===== src/rtl/axi_ic_wdata_sched.sv =====
// W-channel scheduler for an AXI slave port: records the master of each accepted AW
// burst and steers the shared W channel to those masters in AW acceptance order.
module axi_ic_wdata_sched #(
    parameter int MSTRNUM = 4,
    parameter int DEPTH   = 4
) (
    input  logic                       clk,
    input  logic                       reset,
    input  logic [MSTRNUM-1:0]         AW_master,
    input  logic                       AWVALID,
    input  logic                       AWREADY,
    output logic                       AWVALID_out,
    output logic                       AWREADY_out,
    input  logic                       WVALID,
    input  logic                       WLAST,
    input  logic                       WREADY,
    output logic                       WVALID_out,
    output logic                       WREADY_out,
    output logic [MSTRNUM-1:0]         W_master,
    output logic [$clog2(DEPTH):0]     pending,
    output logic                       err_onehot
);

    localparam int unsigned AW = $clog2(DEPTH);
    localparam int unsigned PW = AW + 1;

    logic [MSTRNUM-1:0] mem [DEPTH];
    logic [PW-1:0]      wptr;
    logic [PW-1:0]      rptr;
    logic               full;
    logic               empty;
    logic               push;
    logic               pop;

    // Pointers carry a wrap bit so full and empty are distinguishable without a counter.
    assign empty = (wptr == rptr);
    assign full  = (wptr[AW-1:0] == rptr[AW-1:0]) && (wptr[AW] != rptr[AW]);

    assign AWVALID_out = AWVALID & ~full;
    assign AWREADY_out = AWREADY & ~full;
    assign WVALID_out  = WVALID & ~empty;
    assign WREADY_out  = WREADY & ~empty;

    assign push = AWVALID & AWREADY & ~full;
    assign pop  = WVALID & WREADY & WLAST & ~empty;

    assign W_master = empty ? '0 : mem[rptr[AW-1:0]];
    assign pending  = wptr - rptr;

    always_ff @(posedge clk or posedge reset) begin
        if (reset) begin
            wptr       <= '0;
            rptr       <= '0;
            err_onehot <= 1'b0;
            for (int unsigned i = 0; i < DEPTH; i++) begin
                mem[i] <= '0;
            end
        end else begin
            if (push) begin
                mem[wptr[AW-1:0]] <= AW_master;
                wptr              <= wptr + 1'b1;
                if (!$onehot(AW_master)) begin
                    err_onehot <= 1'b1;
                end
            end
            if (pop) begin
                rptr <= rptr + 1'b1;
            end
        end
    end

endmodule


===== config.mk =====
export PLATFORM = sky130hd
export DESIGN_NAME = axi_ic_wdata_sched
export DESIGN_NICKNAME = d
export VERILOG_FILES = /design/src/rtl/axi_ic_wdata_sched.sv
export SDC_FILE = /design/constraint.sdc
export NUM_CORES = 1
export LEC_CHECK = 0
export BUFFER_PORTS_ARGS = -buffer_cell sky130_fd_sc_hd__buf_2
export CAP_MARGIN = 20
export CORE_UTILIZATION = 54
export DETAILED_ROUTE_END_ITERATION = 12
export PLACE_DENSITY = 0.81
export SKIP_CTS_REPAIR_TIMING = 1
export SKIP_LAST_GASP = 1
export SLEW_MARGIN = 20
export SYNTH_ARGS = -nofsm -noshare
export SYNTH_HDL_FRONTEND = slang
export SYNTH_SLANG_ARGS = --single-unit
export TNS_END_PERCENT = 1

===== constraint.sdc =====
create_clock -name clk -period 2.5 [get_ports clk]
set_input_delay 0.25 -clock clk [delete_from_list [all_inputs] [get_ports clk]]
set_output_delay 0.25 -clock clk [all_outputs]
set_load 0.03 [all_outputs]

# Word level (Yosys, flattened, before mapping)
# Cells that the tools add are included.
# op_classes
reduce_logical	3
n_bitwise	14
n_addsub	6
n_mux	7
n_eq_ne	4
order_cmp	3
# op_table
op	n
$bwmux 16	1
$mux 4	4
$and 1x1->1	9
$bmux 4 s2	1
$demux 4 s2	1
$add 3x1->3 const B	2
$ge 3x3->1 const B	2
$not 2->3	2
$add 1x1->2	2
$add 2x2->3	1
$eq 3x1->1 const B	1
$eq 3x3->1	1
$lt 3x1->1 const B	1
$not 1->1	3
$sub 3x3->3	1
$eq 2x2->1	1
$logic_and 1x1->1	2
$reduce_and 2->1	1
$ne 1x1->1	1
# word_totals
regBits	23
word_cells	44

# Logic depth before layout (Yosys ltp)
# depth
word_depth	6
mapped_depth	8
mapped_depth_nobuf	8

# Worst setup path after synthesis
# No wires, ideal clock.
# synth_timing
kind	reg2out
start	register wptr[0]
end	output port pending[2]
arrival_time_ns	1.591
path_stages_with_launch	5
required_time_ns	2.250
path_slack_ns	0.659
cell_sequence	dfrtp_1 > inv_1 > ha_1 > fa_1 > xnor2_1
# synth_between
elab_chain_cells	1
# synth_lines
element	line_no	source
start, declared	28	logic [PW-1:0] wptr;
start signal, assigned	61	wptr <= wptr + 1'b1;
$sub 3x3->3	48	assign pending = wptr - rptr;
end, declared	20	output logic [$clog2(DEPTH):0] pending,
# No other way between the ends.

# Worst setup path after layout
# layout_timing
start	register rptr[0]
end	output port W_master[0]
# layout_between
elab_chain_cells	5
elab_cells_between_ends	6
classes_between	eq/ne (1); mux (4); bitwise (1)
# layout_lines
element	line_no	source
start, declared	29	logic [PW-1:0] rptr;
start signal, assigned	67	rptr <= rptr + 1'b1;
$not 2->3 (not written as such)	47	assign W_master = empty ? '0 : mem[rptr[AW-1:0]];
$bmux 4 s2	47	
$mux 4 (not written as such) (2 in series)	47	
$mux 4 (*)	47	
end, declared	19	output logic [MSTRNUM-1:0] W_master,
# Mark *: on every way between the ends. The rest lies on a longest branch, timed or not. The select of a mux whose other input is x is not followed.

==> flow_metrics.env <==
export IMPL_cts_reportedPaths_clkPinSlew_ns=0.12
export IMPL_dp_hpwl_mm=2.01
export IMPL_hold_viol_final=0
export IMPL_min_period_ns=2.33
export IMPL_grt_use_met3_pct=3.57
export IMPL_vias_per_cell=5.69
export IMPL_fin_util_pct=66.4
export IMPL_mostFrequentLayoutCells="dfrtp_1 (23), buf_2 (22), mux2_2 (18)"
export IMPL_multiInputGateArea_um2=676
export IMPL_min_path_type="in2async"
export IMPL_cts_root_buf="clkbuf_4"
export IMPL_pin_count=23
export IMPL_hold_slack_ns=0.0848
export IMPL_use_met2_pct=41.2
export IMPL_synth_cells=104
export IMPL_cts_tree="done"
export IMPL_required_ns=2.25
export IMPL_ys_types=21
export IMPL_drtPass1Iterations=4
export IMPL_nNetsFinal=154
export IMPL_die_w_um=51.2
export IMPL_gr_usage_met1_pct=30.0
export IMPL_drcViolationCount=0
export IMPL_wl_per_cell_um=16.4
export IMPL_layout_commonest_cell="dfrtp_1"
export IMPL_fillers=179
export IMPL_grt_first_pass_wirelength_mm=4.41
export IMPL_first_global_vias=925
export IMPL_timing_rr_start="rptr[0]$_DFFE_PP0P_"
export IMPL_antenna_left=0
export IMPL_drive_above_1_share_pct=41.2
export IMPL_worst_slew_pin_transition_ns=0.857
export IMPL_slew_viol_final=0
export IMPL_grtUsageTotal_pct=24.1
export IMPL_htreeDepth=1
export IMPL_clk_path_buf_depth=2
export IMPL_worstSetupStartpointType="flip-flop"
export IMPL_crit_fanout=9
export IMPL_synth_seq_cells=23
export IMPL_start_util_pct=57.9
export IMPL_arrival_ns=2.08
export IMPL_dieArea_um2=2620
export IMPL_fin_tns_setup_ns=0
export IMPL_numPortBuffers=22
export IMPL_cp_end_kind="primary output"
export IMPL_startpoint="rptr[0]$_DFFE_PP0P_"
export IMPL_synth_nets=126
export IMPL_die_y_um=51.2
export IMPL_insertion_delay_ns=0.31
export IMPL_outcome="complete, no violations"
export IMPL_vias=904
export IMPL_core_um2=2250
export IMPL_finalSetupViolations=0
export IMPL_finalWirelength_mm=2.60
export IMPL_antenna_cells=0
export IMPL_area_delta_synth_final_pct=14.7
export IMPL_grt_max_degree=24
export IMPL_cts_made_buffers=3
export IMPL_synth_seq_area_share_pct=44.1
export IMPL_row_count=17
export IMPL_max_cap_viol_count=0
export IMPL_syn_mean_instance_area_um2=12.6
export IMPL_regArea_um2=576
export IMPL_fin_crit_sh_pct=93.2
export IMPL_slew_headroom_pct=42.8
export IMPL_gr_total_overflow=0
export IMPL_rsz0062_at_grt="no"
export IMPL_synth_area_um2=1310
export IMPL_fmax_mhz=429
export IMPL_antenna_found_initial=0
export IMPL_gp_congestion=0.863
export IMPL_drt_iter0_markers=21
export IMPL_clock_skew_ns=0.00580
export IMPL_yosys_warnings=0
export IMPL_grt_busiest_layer="met2"
export IMPL_critPathKind="reg2out"
export IMPL_cts_sinks=23
[registers in the layout (all words and copies together) (netlist names)]
signal      flops
wptr            3
rptr            3
mem            16
err_onehot      1
[critical path: stages, from the launching register on]
cell     delay (ns)
dfrtp_1        0.54
ha_1           0.52
nand2_1        0.13
nor2_2         0.29
nor2b_1        0.08
buf_2          0.19
[Yosys cell counts (all sizes together)]
cell	number	area [um^2]
clkbuf	3	12.5
xor2	4	42.6
mux2	18	203
nor2b	6	37.5
xnor2	3	26.3
mux4	4	90.1
o211ai	1	7.51
ha	9	113
a41o	1	10.0
dfrtp	23	576
nor2	2	7.51
nand2	2	7.51
nand3	6	30.0
inv	12	45.0
and2	2	12.5
fa	2	40.0
a311oi	1	8.76
a31oi	5	37.5
[final timing paths]
path	end	slack [ns]	cells after the start
worst max register to register	mem[9]$_DFFE_PP0P_	0.43	4
min in group clk	mem[6]$_DFFE_PP0P_	0.23	2
worst max-delay path	W_master[0]	0.17	5
worst min-delay path	err_onehot$_DFFE_PP0P_	0.08	2
max in group asynchronous	mem[1]$_DFFE_PP0P_	1.88	2
worst min register to register	err_onehot$_DFFE_PP0P_	0.49	1
[logic make-up (layout without fill, tap and decap cells)]
family                     count (synthesis)  count (layout)  synth area share, %
buffers and inverters                     15              42                 4.41
muxes                                     22              22                 22.4
and+or+nand+nor                           18              18                 7.28
AOI/OAI and AO/OA                          8               8                 4.88
xor gates and xnor gates                   7               7                 5.27
adders and majority gates                 11              11                 11.7
DFF                                       23              23                 44.1
[per-stage QoR]
step	area [um^2]	setup slack (ns)	cells
2_1_floorplan	1310	0.659	104
3_3_place_gp	1470	0.502	155
3_5_place_dp	1470	0.392	155
4_1_cts	1500	0.0315	159
5_1_grt	1500	0.0419	159
6_report	1500	0.170	159
[final cells by class]
class                   instances  area share [%]
multi-input cells              66            45.1
well taps                      28            2.34
flip-flops and latches         23            38.4
clock buffers                   4            1.75
repair buffers                 26            9.36
inverters                      12            3.01
[routing by layer]
layer | vias up | wire length [um]
li1 | 414 | -
met1 | 458 | 1090
met2 | 27 | 1370
met3 | 5 | 94
met4 | 0 | 50
met5 | - | 0
Power is left out: the tool's default activity adds up to more than one toggle a clock period on the data nets, which glitch-free logic cannot reach.
